==> src/rtl/reg_watch_pkg.sv <==
// reg_watch_pkg: shared definitions for the register-watch monitor.
//   ch_state_e  : per-channel watch state (IDLE / ARMED / PASS / FAIL)
//   TMO_DISABLE : cfg_timeout value that disables the channel timeout
//   X0_IDX      : index of the hardwired-zero register, never matched by a write
package reg_watch_pkg;

  typedef enum logic [1:0] {
    CH_IDLE  = 2'd0,
    CH_ARMED = 2'd1,
    CH_PASS  = 2'd2,
    CH_FAIL  = 2'd3
  } ch_state_e;

  localparam int TMO_DISABLE = 0;
  localparam int X0_IDX      = 0;

endpackage

==> src/rtl/reg_watch_channel.sv <==
// reg_watch_channel: one watch channel. Holds the FSM, the latched register
// index / expected value and the timeout down-counter.
// Ports:
//   clk, rst_n                 clock, asynchronous active-low reset
//   arm_i                      arm strobe (accepted handshake for this channel)
//   arm_hit_i                  value already present at arm time (PASS directly)
//   cfg_reg_i/value_i/timeout_i  arm parameters, latched on arm_i
//   wb_en_i/addr_i/data_i      snooped register-file write-back bus
//   idle_o/armed_o/pass_o/fail_o  state decode of the state register
module reg_watch_channel
  import reg_watch_pkg::*;
#(
  parameter int DATA_W     = 32,
  parameter int REG_ADDR_W = 5,
  parameter int TMO_W      = 20
) (
  input  logic                  clk,
  input  logic                  rst_n,
  input  logic                  arm_i,
  input  logic                  arm_hit_i,
  input  logic [REG_ADDR_W-1:0] cfg_reg_i,
  input  logic [DATA_W-1:0]     cfg_value_i,
  input  logic [TMO_W-1:0]      cfg_timeout_i,
  input  logic                  wb_en_i,
  input  logic [REG_ADDR_W-1:0] wb_addr_i,
  input  logic [DATA_W-1:0]     wb_data_i,
  output logic                  idle_o,
  output logic                  armed_o,
  output logic                  pass_o,
  output logic                  fail_o
);

  ch_state_e               state_q, state_d;
  logic [REG_ADDR_W-1:0]   reg_q, reg_d;
  logic [DATA_W-1:0]       value_q, value_d;
  logic [TMO_W-1:0]        cnt_q, cnt_d;
  logic                    match_s;

  // Writes to x0 are discarded by the register file, so they never count.
  assign match_s = wb_en_i
                && (wb_addr_i != REG_ADDR_W'(X0_IDX))
                && (wb_addr_i == reg_q)
                && (wb_data_i == value_q);

  // Next-state logic: arm has priority (only reachable when not ARMED), then
  // match beats expiry in the ARMED state.
  always_comb begin
    state_d = state_q;
    reg_d   = reg_q;
    value_d = value_q;
    cnt_d   = cnt_q;
    if (arm_i) begin
      reg_d   = cfg_reg_i;
      value_d = cfg_value_i;
      cnt_d   = cfg_timeout_i;
      if (arm_hit_i) begin
        state_d = CH_PASS;
      end else begin
        state_d = CH_ARMED;
      end
    end else begin
      case (state_q)
        CH_ARMED: begin
          if (match_s) begin
            state_d = CH_PASS;
          end else if (cnt_q == TMO_W'(1)) begin
            state_d = CH_FAIL;
          end else if (cnt_q != TMO_W'(TMO_DISABLE)) begin
            cnt_d = cnt_q - TMO_W'(1);
          end else begin
            cnt_d = cnt_q;
          end
        end
        CH_IDLE, CH_PASS, CH_FAIL: begin
          state_d = state_q;
        end
        default: begin
          state_d = CH_IDLE;
        end
      endcase
    end
  end

  // Channel state, latched watch parameters and timeout counter.
  always_ff @(posedge clk or negedge rst_n) begin
    if (!rst_n) begin
      state_q <= CH_IDLE;
      reg_q   <= '0;
      value_q <= '0;
      cnt_q   <= '0;
    end else begin
      state_q <= state_d;
      reg_q   <= reg_d;
      value_q <= value_d;
      cnt_q   <= cnt_d;
    end
  end

  assign idle_o  = (state_q == CH_IDLE);
  assign armed_o = (state_q == CH_ARMED);
  assign pass_o  = (state_q == CH_PASS);
  assign fail_o  = (state_q == CH_FAIL);

endmodule

==> src/rtl/reg_watch_monitor.sv <==
// reg_watch_monitor: NUM_CH concurrent register watches on the CPU write-back
// port, each resolving to sticky PASS (value written) or FAIL (timeout).
// Optional feature macro: REG_WATCH_SHADOW_EN -- keeps a shadow copy of the
// register file so a channel armed on a register that already holds the
// expected value (including a same-cycle write) passes immediately.
// Ports:
//   clk, rst_n                 clock, asynchronous active-low reset
//   wb_en, wb_addr, wb_data    snooped write-back bus
//   cfg_valid/cfg_ready        arm handshake; ready low while cfg_ch is ARMED
//   cfg_ch, cfg_reg, cfg_value, cfg_timeout  arm parameters (timeout 0 = none)
//   ch_armed, ch_pass, ch_fail per-channel status
//   all_done                   nothing ARMED and at least one channel used
//   any_fail                   OR of ch_fail
module reg_watch_monitor
  import reg_watch_pkg::*;
#(
  parameter int NUM_CH     = 4,
  parameter int DATA_W     = 32,
  parameter int REG_ADDR_W = 5,
  parameter int TMO_W      = 20,
  parameter int CH_W       = (NUM_CH > 1) ? $clog2(NUM_CH) : 1
) (
  input  logic                  clk,
  input  logic                  rst_n,
  input  logic                  wb_en,
  input  logic [REG_ADDR_W-1:0] wb_addr,
  input  logic [DATA_W-1:0]     wb_data,
  input  logic                  cfg_valid,
  output logic                  cfg_ready,
  input  logic [CH_W-1:0]       cfg_ch,
  input  logic [REG_ADDR_W-1:0] cfg_reg,
  input  logic [DATA_W-1:0]     cfg_value,
  input  logic [TMO_W-1:0]      cfg_timeout,
  output logic [NUM_CH-1:0]     ch_armed,
  output logic [NUM_CH-1:0]     ch_pass,
  output logic [NUM_CH-1:0]     ch_fail,
  output logic                  all_done,
  output logic                  any_fail
);

  logic [NUM_CH-1:0] idle_s;
  logic [NUM_CH-1:0] armed_s;
  logic [NUM_CH-1:0] pass_s;
  logic [NUM_CH-1:0] fail_s;
  logic [NUM_CH-1:0] arm_s;
  logic              arm_hit_s;

  // Ready only for an existing channel that is not currently waiting.
  always_comb begin
    cfg_ready = 1'b0;
    if (int'(cfg_ch) < NUM_CH) begin
      cfg_ready = ~armed_s[cfg_ch];
    end else begin
      cfg_ready = 1'b0;
    end
  end

`ifdef REG_WATCH_SHADOW_EN
  localparam int NUM_REGS = 2 ** REG_ADDR_W;

  logic [DATA_W-1:0] shadow_q [NUM_REGS];
  logic [DATA_W-1:0] shadow_d [NUM_REGS];
  logic [DATA_W-1:0] arm_cur_s;

  // Mirror every write-back; entry 0 stays zero like the real x0.
  always_comb begin
    shadow_d = shadow_q;
    if (wb_en && (wb_addr != REG_ADDR_W'(X0_IDX))) begin
      shadow_d[wb_addr] = wb_data;
    end else begin
      shadow_d[wb_addr] = shadow_q[wb_addr];
    end
    shadow_d[X0_IDX] = '0;
  end

  // Shadow register file storage.
  always_ff @(posedge clk or negedge rst_n) begin
    if (!rst_n) begin
      for (int i = 0; i < NUM_REGS; i++) begin
        shadow_q[i] <= '0;
      end
    end else begin
      shadow_q <= shadow_d;
    end
  end

  // Current value of the watched register, forwarding a same-cycle write.
  always_comb begin
    if (wb_en && (wb_addr == cfg_reg) && (wb_addr != REG_ADDR_W'(X0_IDX))) begin
      arm_cur_s = wb_data;
    end else begin
      arm_cur_s = shadow_q[cfg_reg];
    end
  end

  assign arm_hit_s = (arm_cur_s == cfg_value);
`else
  assign arm_hit_s = 1'b0;
`endif

  for (genvar i = 0; i < NUM_CH; i++) begin : g_ch
    assign arm_s[i] = cfg_valid && cfg_ready && (cfg_ch == CH_W'(i));

    reg_watch_channel #(
      .DATA_W     (DATA_W),
      .REG_ADDR_W (REG_ADDR_W),
      .TMO_W      (TMO_W)
    ) u_ch (
      .clk           (clk),
      .rst_n         (rst_n),
      .arm_i         (arm_s[i]),
      .arm_hit_i     (arm_hit_s),
      .cfg_reg_i     (cfg_reg),
      .cfg_value_i   (cfg_value),
      .cfg_timeout_i (cfg_timeout),
      .wb_en_i       (wb_en),
      .wb_addr_i     (wb_addr),
      .wb_data_i     (wb_data),
      .idle_o        (idle_s[i]),
      .armed_o       (armed_s[i]),
      .pass_o        (pass_s[i]),
      .fail_o        (fail_s[i])
    );
  end

  assign ch_armed = armed_s;
  assign ch_pass  = pass_s;
  assign ch_fail  = fail_s;
  assign all_done = ~(|armed_s) & ~(&idle_s);
  assign any_fail = |fail_s;

endmodule

==> config.mk <==
export PLATFORM = sky130hd
export DESIGN_NAME = reg_watch_monitor
export DESIGN_NICKNAME = d
export VERILOG_FILES = /design/src/rtl/reg_watch_pkg.sv /design/src/rtl/reg_watch_channel.sv /design/src/rtl/reg_watch_monitor.sv
export SDC_FILE = /design/constraint.sdc
export NUM_CORES = 1
export LEC_CHECK = 0
export CAP_MARGIN = 20
export CORE_MARGIN = 2
export CORE_UTILIZATION = 65
export CTS_BUF_LIST = sky130_fd_sc_hd__clkbuf_2
export CTS_CLUSTER_SIZE = 30
export DETAILED_ROUTE_END_ITERATION = 10
export PLACE_DENSITY = 0.95
export SYNTH_ARGS = -nofsm -noshare
export SYNTH_HDL_FRONTEND = slang
export SYNTH_SLANG_ARGS = --single-unit
==> constraint.sdc <==
create_clock -name clk -period 5.7 [get_ports clk]
set_input_delay 1.71 -clock clk [delete_from_list [all_inputs] [get_ports clk]]
set_output_delay 1.71 -clock clk [all_outputs]
set_load 0.01 [all_outputs]
# ---- Word-level counts from Yosys, hierarchy flattened
# Cells that the tools add are included.
dict set report classes {
  n_addsub 4
  order_cmp 1
  eq_ne 43
  muxes 38
  n_bitwise 4
  reduce_logical 47
}
# op n
set op_table {}
lappend op_table {{two-way mux 20 bit} 20}
lappend op_table {{equality test 32 bit} 4}
lappend op_table {{equality test 20 x 1 -> 1 bit (second input constant)} 4}
lappend op_table {{nonzero test 20 bit} 4}
lappend op_table {{subtractor 20 x 1 -> 20 bit (second input constant)} 4}
lappend op_table {{two-way mux 2 bit} 16}
lappend op_table {{inequality test 2 x 1 -> 1 bit (second input constant)} 12}
lappend op_table {{equality test 2 bit (second input constant)} 10}
lappend op_table {{equality test 5 bit} 4}
lappend op_table {{AND reduction 4 bit} 5}
lappend op_table {{inequality test 4 x 3 -> 1 bit (second input constant)} 4}
lappend op_table {{nonzero test 2 bit} 8}
lappend op_table {{logical AND 1 bit} 14}
lappend op_table {{OR reduction 3 bit} 4}
lappend op_table {{equality test 2 x 1 -> 1 bit (second input constant)} 5}
lappend op_table {{logical NOT 2 bit} 5}
lappend op_table {{AND reduction 2 bit} 4}
lappend op_table {{OR reduction 4 bit} 2}
lappend op_table {{nonzero test 5 bit} 1}
lappend op_table {{< comparator 2 x 3 -> 1 bit (second input constant)} 1}
lappend op_table {{inverter 1 bit} 3}
lappend op_table {{binary-select mux 1 bit (select 2 bit)} 1}
lappend op_table {{AND 1 bit} 1}
lappend op_table {{two-way mux 1 bit} 1}
dict set report word_totals {
  reg_bits 236
  inputBits 100
  word_cells 153
}

# ---- Depth between registers and ports, before layout
dict set report depth {
  depth_word 8
  depth_mapped 10
  depth_no_buf 9
}

# ---- Cells and area by module
# Synthesis repeated with hierarchy kept, for this count alone.
dict set report hier_totals {
  cells_unflattened 1253
  hier_area_um2 13087.6
}
# mod instances cells_each area_each_um2 seq_area_each_um2
set by_module_without_submodules {}
lappend by_module_without_submodules {{reg_watch_channel at g_ch[0].u_ch ...} 2 318 3276.9 1476.4}
lappend by_module_without_submodules {{reg_watch_channel at g_ch[2].u_ch ...} 2 303 3220.6 1476.4}
lappend by_module_without_submodules {reg_watch_monitor 1 11 92.6 0.0}

# ---- Worst setup path before layout
# No wires, ideal clock.
dict set report synth_timing {
  kind {input port to output port}
  from {input port cfg_ch[0]}
  to {output port cfg_ready}
  arrival_time_ns 2.502
  required_time_ns 3.990
  setup_slack_ns 1.488
  cell_stages 2
  n_path_buf 1
  path_cell_list {clkbuf_1 > mux4_2}
}
dict set report synth_via {
  elab_chain_len 3
}
# item line
set synth_lines {}
lappend synth_lines {{start, declared} reg_watch_monitor.sv:30} ;# input logic [CH_W-1:0] cfg_ch,
lappend synth_lines {{binary-select mux 1 bit (select 2 bit)} reg_watch_monitor.sv:52} ;# cfg_ready = ~armed_s[cfg_ch];
lappend synth_lines {{two-way mux 1 bit (not written as such)} reg_watch_monitor.sv:52}
lappend synth_lines {{inverter 1 bit} reg_watch_monitor.sv:52}
lappend synth_lines {{end, declared} reg_watch_monitor.sv:29} ;# output logic cfg_ready,
# No other way between the ends. The select of a mux whose other input is x is not followed.

# ---- Final worst setup path
# Ends and elaborated chain as after synthesis.

==> key figures <==
Outcome
  – Status: complete, no violations

Setup path
  – Crit path max fanout: 9
  – Crit-path cells: clkdlybuf4s50_1 > mux4_2 > clkdlybuf4s50_1
  – Crit-path slowest cell: clkdlybuf4s50_1
  – CP Launch Type: input pin
  – CP arrival: 3.43 ns
  – Slowest stage delay, CP: 0.69 ns
  – Critical Path RT: 3.99 ns
  – CP dominant cell by count: clkdlybuf4s50_1
  – Critical path class: in2out
  – Cells on worst reg2reg path: 7
  – Worst Setup End Kind: output port

Place
  – Detailed-placement wirelength estimate: 24.9 mm
  – IO buf count: 114
  – Gpl congestion: 0.961
  – Placed Area: 13900 um^2
  – Pre-CTS WS: ~0.57 ns
  – Cells after DPL: 1786

Final layout
  – Final instance area: 14400 um^2
  – Commonest non-fill, non-tap cell in the layout: nand2_1
  – Register area: ~5900 um^2
  – Fillers: 1267
  – Highest-count cells in the layout ignoring fill and taps: nand2_1, dfrtp_1, xnor2_1, clkdlybuf4s50_1, clkbuf_2
  – Area grow syn2layout: 13.5%
  – Post-layout nets: 1693
  – Multi-input gate area: 6350 um^2
  – Post-Layout Cell Count: 1879
  – Layout cells sized above 1: a little over 8%

Clock network
  – CTS tree: built
  – CTS Root Cell: clkbuf_2
  – Num CTS Buffers: 57
  – Worst-path clk slew: 0.09 ns
  – Hold_buf cts: 0
  – Setup Buffers After CTS: 0
  – Clk buf depth: 3
  – H-tree depth: 2
  – Post-CTS Resized: 0
  – Clock Sinks: 236
  – Worst skew pair latency: 0.90 ns

Detailed routing
  – Vias per cell: a little over 6
  – Routed via count: between 10000 and 15000
  – Aggregate routed wire length: 36.6 mm
  – Drt pass-1 iters: 6
  – Routed Antenna Nets: 0
  – Post-route DRC: 0
  – Wire per inst: 19.5 um
  – Iter 0 DRT Violations: 1248

Global route
  – Grt total ovfl: 0
  – Initial antenna violation count: 1
  – Largest net degree at the start of global routing: 114
  – First-pass GRT wire length: 57.1 mm
  – Total global-route track usage: 35.8%
  – Vias in the first global route: 11300

Yosys
  – Post-synth EDFFs: 0
  – Post-synthesis instance total: 1477
  – Largest area contributor in the netlist: dfrtp_1
  – Register area share after synthesis: 46.6%
  – Mapped Nets: ~1600
  – Synth async-reset ratio: 100%
  – Cell area after synthesis: 12700 um^2
  – Synth unique cells: 61
  – Yosys warns: 0
  – Top cell type's share of synthesized area: 46.6%
  – Synth area leaders: dfrtp_1, nand2_1, xnor2_1
  – Top_reg_cell synth: dfrtp_1
  – FF+latch count, synth: 236
  – Syn Area/Cell: 8.58 um^2

Die
  – CORE AREA: around 19000 um^2
  – Die area: 20600 um^2
  – Die Y: 144 um
  – I/O pins: 115
  – Die width: 144 um
  – Row Count: around 50
  – Initial Utilization: 65.8%

Hold path
  – Hold path cells: 2
  – Hold crit path type: reg2reg

Timing
  – Least-Margin Pin Slew: 0.887 ns
  – RSZ-0062 raised after global routing: no
  – Final Setup Violations: 0
  – Slew Viols, Final: 0
  – PnR worst setup slack: ~0.56 ns
  – Slew margin rel.: 40.5%
  – Hold slack: slightly above 0.5 ns
  – Final Hold Fails: 0
  – Final period util: between 90 and 100%
  – Setup TNS: 0 ns
  – Max Fclk: 0.195 GHz
  – Post-layout min period: slightly above 5 ns
  – Layout Skew: 0.0700 ns

Power and ir drop
  – PwrDens: 372 nW/um^2
  – Pleak: 6.31 nW
  – VDD IR max: around 210 uV

Job
  – Max-Cap Viols: 0
-- layer usage --
layer  global-route usage [%]  vias to the layer above  part of all wire (%)
met5                        0                        -                     0
met1                     45.9                     5522                    37
met4                     21.0                        0                   6.7
met2                     57.7                      730                    46
li1                         -                     5116                     -
met3                     5.90                      168                    10
-- area by class of cell --
type / instances / area share [%]
sequential: 236 / 41.1
multi-input combinational: 1142 / 44.1
tap: 265 / 2.30
antenna: 1 / 0.0174
clock buffer: 78 / 2.71
inverter: 17 / 0.444
timing repair buffer: 127 / 8.91
clock inverter: 13 / 0.435
-- power breakdown --
group / switching [mW] / total, mW / internal [mW]
Combinational: 0.918 / 1.65 / 0.737
Sequential: 0.472 / 2.64 / 2.17
Clock: 0.685 / 1.05 / 0.369
Total: 2.07 / 5.35 / 3.27
-- per-stage QoR --
stage	power [mW]	utilization [%]
2_1_floorplan	3.69	-
3_3_place_gp	4.14	72.2
3_5_place_dp	4.26	72.2
4_1_cts	5.31	74.5
5_1_grt	5.65	74.6
6_report	5.35	74.6
-- cells in the mapped netlist (7+ instances only) --
cell / count
nand2b_1: 9
buf_2: 8
clkbuf_1: 54
inv_1: 16
ha_1: 12
buf_4: 12
a21oi_1: 22
xnor2_1: 138
a31oi_1: 11
nand3_1: 41
nor2_1: 60
nor3_1: 28
nor4_2: 7
o21ai_1: 7
nand4_1: 41
or4_1: 8
dfrtp_1: 236
o21ai_0: 36
xor2_1: 55
nor4_1: 30
or3_1: 25
o211ai_1: 17
nand2_1: 526
-- flip-flops by register name (all words and copies together), names as in the netlist --
name and flops:
g_ch.u_ch.cnt_q 80, g_ch.u_ch.reg_q 20, g_ch.u_ch.state_q 8, g_ch.u_ch.value_q 128
-- cell families (layout without fill, tap and decap cells) --
family	count (synthesis)	after routing	share of synthesized area, %
adders and majority gates	12	12	1.18
muxes	2	2	0.257
AOI/OAI and AO/OA	118	118	5.94
xor gates and xnor gates	193	193	13.3
and+or+nand+nor	817	817	29.1
other	0	1	0
DFF	236	236	46.6
buffers and inverters	99	235	3.54
-- critical path, delay by kind of cell --
kind,cells,cell delay [ns]
multiplexers,1,0.54
buffers and inverters,2,1.18
-- path summary, 6_finish.rpt --
kind	from	end	slack, ns
worst max-delay path	cfg_ch[0]	cfg_ready	0.56
worst min-delay path	g_ch[1].u_ch.value_q[0]$_DFFE_PN0P_	g_ch[1].u_ch.value_q[0]$_DFFE_PN0P_	0.50
worst max register to register	g_ch[2].u_ch.value_q[22]$_DFFE_PN0P_	g_ch[2].u_ch.cnt_q[17]$_DFFE_PN0P_	2.71
worst min register to register	g_ch[1].u_ch.value_q[0]$_DFFE_PN0P_	g_ch[1].u_ch.value_q[0]$_DFFE_PN0P_	0.50
max in group asynchronous	rst_n	g_ch[3].u_ch.value_q[2]$_DFFE_PN0P_	3.86
min in group asynchronous	rst_n	g_ch[3].u_ch.cnt_q[8]$_DFFE_PN0P_	0.79
(Power assumes the default switching activity.)
